`config.mk`:
```
export PLATFORM = sky130hd
export DESIGN_NAME = lcd_frame_timer
export DESIGN_NICKNAME = d
export VERILOG_FILES = /design/src/rtl/lcd_frame_timer.sv
export SDC_FILE = /design/constraint.sdc
export NUM_CORES = 1
export LEC_CHECK = 0
export ABC_AREA = 0
export CORE_ASPECT_RATIO = 0.9
export CORE_UTILIZATION = 43
export CTS_CLUSTER_DIAMETER = 30
export CTS_CLUSTER_SIZE = 16
export DETAILED_ROUTE_END_ITERATION = 8
export PLACE_DENSITY = 0.76
export SYNTH_ARGS = -nofsm -noshare
export SYNTH_HDL_FRONTEND = slang
export SYNTH_SLANG_ARGS = --single-unit
```
`constraint.sdc`:
```
create_clock -name i_clock -period 2.1 [get_ports i_clock]
set_input_delay 0.42 -clock i_clock [delete_from_list [all_inputs] [get_ports i_clock]]
set_output_delay 0.42 -clock i_clock [all_outputs]
set_load 0.005 [all_outputs]
```
`src/rtl/lcd_frame_timer.sv`:
```
// Frame-timing generator for the memory-in-pixel LCD parallel interface.
// Streams pixel words per line, alternates frame polarity and stops only after an inverted frame.
//
// state  | meaning
// IDLE   | stopped, outputs quiet, waiting for i_enable
// ACTIVE | LINES x (WORDS_PER_LINE + LINE_BLANK) word slots
// PORCH  | BACK_PORCH cycles, invert shows next-frame polarity
module lcd_frame_timer #(
  parameter int DATA_WIDTH     = 32,
  parameter int LINES          = 1280,
  parameter int WORDS_PER_LINE = 40,
  parameter int LINE_BLANK     = 4,
  parameter int BACK_PORCH     = 24,
  parameter int UPDATE_CYCLES  = 48,
  parameter int FRAME_CNT_W    = 16
) (
  input  logic                   i_clock,
  input  logic                   i_reset,
  input  logic                   i_enable,
  input  logic                   i_inv_mode,
  input  logic                   i_clear_underrun,
  input  logic [DATA_WIDTH-1:0]  i_pix_data,
  input  logic                   i_pix_valid,
  output logic                   o_pix_ready,
  output logic [DATA_WIDTH-1:0]  o_data,
  output logic                   o_valid,
  output logic                   o_update,
  output logic                   o_invert,
  output logic                   o_busy,
  output logic [15:0]            o_line,
  output logic [FRAME_CNT_W-1:0] o_frame_count,
  output logic                   o_underrun
);

  localparam int WORDS_TOTAL = WORDS_PER_LINE + LINE_BLANK;
  localparam int WORD_W      = (WORDS_TOTAL > 1) ? $clog2(WORDS_TOTAL) : 1;
  localparam int PORCH_W     = (BACK_PORCH > 1) ? $clog2(BACK_PORCH) : 1;
  localparam int UPD_W       = $clog2(UPDATE_CYCLES + 1);

  localparam logic [WORD_W-1:0]      WORD_LAST     = WORD_W'(WORDS_TOTAL - 1);
  localparam logic [WORD_W-1:0]      WORD_DATA_END = WORD_W'(WORDS_PER_LINE);
  localparam logic [WORD_W-1:0]      WORD_ONE      = WORD_W'(1);
  localparam logic [15:0]            LINE_LAST     = 16'(LINES - 1);
  localparam logic [PORCH_W-1:0]     PORCH_LOAD    = PORCH_W'(BACK_PORCH - 1);
  localparam logic [PORCH_W-1:0]     PORCH_ONE     = PORCH_W'(1);
  localparam logic [UPD_W-1:0]       UPD_LOAD      = UPD_W'(UPDATE_CYCLES);
  localparam logic [UPD_W-1:0]       UPD_ONE       = UPD_W'(1);
  localparam logic [FRAME_CNT_W-1:0] FC_ONE        = FRAME_CNT_W'(1);

  typedef enum logic [1:0] {
    ST_IDLE   = 2'd0,
    ST_ACTIVE = 2'd1,
    ST_PORCH  = 2'd2
  } state_t;

  state_t                 state_q, state_d;
  logic [WORD_W-1:0]      word_q, word_d;
  logic [15:0]            line_q, line_d;
  logic [PORCH_W-1:0]     porch_q, porch_d;
  logic [UPD_W-1:0]       upd_q, upd_d;
  logic                   pol_q, pol_d;
  logic                   inv_mode_q, inv_mode_d;
  logic [FRAME_CNT_W-1:0] frame_cnt_q, frame_cnt_d;

  logic [DATA_WIDTH-1:0]  data_q, data_d;
  logic                   valid_q, valid_d;
  logic                   update_q, update_d;
  logic                   invert_q, invert_d;
  logic                   underrun_q, underrun_d;

  logic                   data_slot;
  logic                   pix_ready;
  logic                   start_frame;

  always_comb begin
    data_slot = (state_q == ST_ACTIVE) && (word_q < WORD_DATA_END);
    // legacy inverted frames leave the source untouched
    pix_ready = data_slot && (!pol_q || inv_mode_q);
  end

  always_comb begin
    state_d     = state_q;
    word_d      = word_q;
    line_d      = line_q;
    porch_d     = porch_q;
    upd_d       = upd_q;
    pol_d       = pol_q;
    inv_mode_d  = inv_mode_q;
    frame_cnt_d = frame_cnt_q;
    start_frame = 1'b0;

    case (state_q)
      ST_IDLE: begin
        if (i_enable) begin
          start_frame = 1'b1;
          pol_d       = 1'b0;
        end
      end
      ST_ACTIVE: begin
        if (upd_q != '0) begin
          upd_d = upd_q - UPD_ONE;
        end
        if (word_q == WORD_LAST) begin
          word_d = '0;
          if (line_q == LINE_LAST) begin
            line_d  = '0;
            porch_d = PORCH_LOAD;
            state_d = ST_PORCH;
          end else begin
            line_d = line_q + 16'd1;
          end
        end else begin
          word_d = word_q + WORD_ONE;
        end
      end
      ST_PORCH: begin
        if (porch_q == '0) begin
          frame_cnt_d = frame_cnt_q + FC_ONE;
          pol_d       = ~pol_q;
          // a non-inverted frame is always followed by its inverted partner
          if (i_enable || !pol_q) begin
            start_frame = 1'b1;
          end else begin
            state_d = ST_IDLE;
          end
        end else begin
          porch_d = porch_q - PORCH_ONE;
        end
      end
      default: begin
        state_d = ST_IDLE;
      end
    endcase

    if (start_frame) begin
      state_d    = ST_ACTIVE;
      word_d     = '0;
      line_d     = '0;
      upd_d      = UPD_LOAD;
      inv_mode_d = i_inv_mode;
    end
  end

  always_comb begin
    data_d     = '0;
    valid_d    = 1'b0;
    update_d   = 1'b0;
    invert_d   = 1'b0;
    underrun_d = underrun_q & ~i_clear_underrun;

    case (state_q)
      ST_ACTIVE: begin
        invert_d = pol_q;
        update_d = (upd_q != '0);
        if (pix_ready) begin
          valid_d = 1'b1;
          if (!i_pix_valid) begin
            underrun_d = 1'b1;
          end else if (pol_q) begin
            data_d = ~i_pix_data;
          end else begin
            data_d = i_pix_data;
          end
        end
      end
      ST_PORCH: begin
        invert_d = ~pol_q;
      end
      default: begin
        invert_d = 1'b0;
      end
    endcase
  end

  always_ff @(posedge i_clock) begin
    if (i_reset) begin
      state_q     <= ST_IDLE;
      word_q      <= '0;
      line_q      <= '0;
      porch_q     <= '0;
      upd_q       <= '0;
      pol_q       <= 1'b0;
      inv_mode_q  <= 1'b0;
      frame_cnt_q <= '0;
      data_q      <= '0;
      valid_q     <= 1'b0;
      update_q    <= 1'b0;
      invert_q    <= 1'b0;
      underrun_q  <= 1'b0;
    end else begin
      state_q     <= state_d;
      word_q      <= word_d;
      line_q      <= line_d;
      porch_q     <= porch_d;
      upd_q       <= upd_d;
      pol_q       <= pol_d;
      inv_mode_q  <= inv_mode_d;
      frame_cnt_q <= frame_cnt_d;
      data_q      <= data_d;
      valid_q     <= valid_d;
      update_q    <= update_d;
      invert_q    <= invert_d;
      underrun_q  <= underrun_d;
    end
  end

  assign o_pix_ready   = pix_ready;
  assign o_data        = data_q;
  assign o_valid       = valid_q;
  assign o_update      = update_q;
  assign o_invert      = invert_q;
  assign o_busy        = (state_q != ST_IDLE);
  assign o_line        = (state_q == ST_ACTIVE) ? line_q : 16'd0;
  assign o_frame_count = frame_cnt_q;
  assign o_underrun    = underrun_q;

endmodule

```
==> flow_summary.json <==
{
  "syn_nets": 487,
  "drtAntennaViolNets": 0,
  "rows": 32,
  "crit_type": "reg2reg",
  "setup_violations": 0,
  "fmax_ghz": 0.483,
  "cts_tree": "built",
  "grt_pass1_vias": 3307,
  "cp.arrival_ns": 2.37,
  "ys.flop_type": "dfxtp_1",
  "layout-drive-gt1-share": 0.129,
  "synth_warnings": 0,
  "relSlewSlack": 0.642,
  "antenna_found_initial": 0,
  "wire_per_inst_um": 13.5,
  "vdd.ir_drop.worst_mv": 0.431,
  "path_depth": 6,
  "hold_viol": 0,
  "placed_cells": 674,
  "p_leak_nw": 2.19,
  "netlist_instances": 443,
  "cts.sinks": 89,
  "place.gp.congestion": 0.766,
  "period_needed_ns": 2.07,
  "critPathTopFamily": "simple AND/OR/NAND/NOR gates",
  "grt_overflow": 0,
  "crit_path_end_kind": "flop",
  "start_kind": "flop",
  "final_cells": 699,
  "ys_seq_area_frac": 0.459,
  "worstHoldPathType": "reg2reg",
  "via_per_inst": 5.10,
  "postSynthAreaPerCell_um2": 8.77,
  "nets": 619,
  "worstMarginPinSlew_ns": 0.537,
  "track_usage": 0.205,
  "critPathRequiredTime_ns": 2.40,
  "start_util": 0.449,
  "grt_max_degree": 39,
  "reg2reg_setup_slack_ns": 0.03,
  "cts_root_buf": "clkbuf_8",
  "power_density_mw_per_mm2": 566,
  "max_cap_violations": 0,
  "rsz0062_at_grt": "yes",
  "synth_area_mm2": 0.00388,
  "ctsHoldBuffers": 0,
  "core_region_area_mm2": 0.00865,
  "clock_skew_ns": 0.0101,
  "slew_viol_final": 0,
  "cp_cell_sequence": "inv_2 > ha_4 > or4b_4 > or3_4 > or4_1 > a21oi_1",
  "clockBufferDepth": 2,
  "synth-seq-cells": 89,
  "synth_cell_types": 47,
  "async_flop_share": 0,
  "cpPeakStageDelay_ns": 0.48,
  "drc": 0,
  "p_total_mw": 3.16,
  "route.final.wire_length_um": 9420,
  "path_buf_inv": 1,
  "vias": 3568,
  "clk_latency_ns": 0.36,
  "ios": 108,
  "area_growth_pct": 43.8,
  "hpwl_um": 6790,
  "critPathSlowestCell": "or4_1",
  "synth_edf_count": 0,
  "rr_worst_depth": 6,
  "clk_pin_slew_ns": 0.10,
  "firstDrtPassIters": 4,
  "io_buffers": 107,
  "whs_path_depth": 2,
  "crit_fanout": 10,
  "status": "finished, final reports clean",
  "die_w_um": 102,
  "fp.dieH_um": 92.2,
  "die-area_mm2": 0.00942,
  "drt_iter0_drc": 103,
  "h-tree-depth": 3,
  "cts_made_buffers": 9,
  "grt_pass1_wl_um": 15300,
  "antenna_cells": 0,
  "finalCritPeriodShare": 0.985
}
==> stage by stage <==
| step | area (um2) | util | setup TNS [ns] | hold slack, ns | setup slack [ns] |
|---|---|---|---|---|---|
| final | 5590 | 0.646 | 0 | 0.477 | 0.0310 |
| after global routing | 5590 | 0.646 | -0.0234 | 0.514 | -0.0212 |
| after CTS | 5510 | 0.637 | 0 | 0.479 | 0.00149 |
| after detailed placement | 5280 | 0.611 | -0.0447 | 0.466 | -0.0447 |
| after global placement | 5280 | 0.611 | 0 | 0.460 | 0.0163 |
| after floorplan | 3940 | - | -0.0675 | 0.449 | -0.0675 |
==> logic make-up (layout without fill, tap and decap cells) <==
kind of cell | after synthesis | after routing | synth area share
AOI/OAI and AO/OA | 63 | 63 | 0.0963
xor gates and xnor gates | 49 | 49 | 0.110
adders and majority gates | 6 | 6 | 0.0193
buffers and inverters | 35 | 172 | 0.0351
DFF | 89 | 89 | 0.459
muxes | 7 | 7 | 0.0180
and+or+nand+nor | 194 | 194 | 0.262
==> power by group <==
| group | switching, mW | internal [mW] |
|---|---|---|
| clock network | 0.655 | 0.450 |
| registers | 0.0157 | 1.72 |
| logic | 0.132 | 0.194 |
==> final cells by class <==
type	instances	area, um2
clock buffers	9	124
fillers	753	3060
clock inverters	7	60.1
inverters	12	45.0
multi-input cells	319	2010
repair buffers	144	1410
flip-flops and latches	89	1790
well taps	119	149
==> routing by layer <==
metal,GRT usage,share of wire
met2,0.353,0.50
met3,0.0457,0.044
met5,0,0
met1,0.261,0.44
met4,0.0440,0.012
==> final timing paths <==
path	from	to
min reg2reg	word_q[1]	word_q[1]
min	word_q[1]	word_q[1]
max reg2reg	porch_q[0]	o_frame_count[11]
max	porch_q[0]	o_frame_count[11]
==> tightest hold or removal path, delay by kind of cell (launching register included) <==
family / cells / cell delay (ns)
AND/OR/NAND/NOR: 1 / 0.05
AO/OA/AOI/OAI: 1 / 0.05
flip-flops: 1 / 0.33
==> cell usage in the layout, fill, tap and decap left out, types with 8 or more instances in the layout <==
master / count
clkdlybuf4s50_1: 90
clkbuf_8: 9
nor3_1: 10
dfxtp_1: 84
and2_1: 18
nor2_1: 62
o21ai_0: 10
nand3_1: 20
dlymetal6s2s_1: 10
nand2_1: 22
xor2_1: 9
or3_1: 10
buf_4: 30
a21oi_1: 31
nand4_1: 8
xnor2_1: 40
inv_1: 10
==> cells in the mapped netlist, types with 2 or more instances <==
cell type / instances / area, um2
or2_2: 2 / 12.5
nor2b_1: 3 / 18.8
nor3_1: 10 / 50.1
xor2_1: 9 / 78.8
nand2b_1: 5 / 31.3
nand4_1: 8 / 50.1
clkbuf_1: 15 / 56.3
or3_1: 11 / 68.8
a31oi_1: 3 / 18.8
nor2_1: 62 / 233
inv_1: 12 / 45.0
ha_1: 6 / 75.1
o31ai_1: 7 / 52.6
nand2_1: 24 / 90.1
or4_1: 8 / 60.1
buf_1: 4 / 15.0
and2_1: 18 / 113
dfxtp_1: 89 / 1780
buf_2: 4 / 20.0
nand3b_1: 3 / 22.5
o21ai_0: 11 / 55.1
xnor2_1: 40 / 350
and3_1: 3 / 18.8
nor4_1: 4 / 25.0
a21oi_1: 31 / 155
and4_1: 4 / 35.0
a211oi_1: 2 / 15.0
nand3_1: 20 / 100
mux2i_1: 7 / 70.1
==> what timing repair did <==
item,in CTS,in global routing
setup endpoints to repair,20,14
resized for setup,18,13
gates cloned,2,0
pin swaps,0,1
buffers inserted,1,6
==> flip-flops by register name (all words and copies together), names as in the netlist <==
register	count
o_update	1
o_invert	1
o_frame_count	16
o_underrun	1
porch_q	5
state_q	2
o_data	32
upd_q	6
line_q	16
inv_mode_q	1
word_q	6
o_valid	1
pol_q	1
No activity file was read; power rests on OpenSTA's default activity.
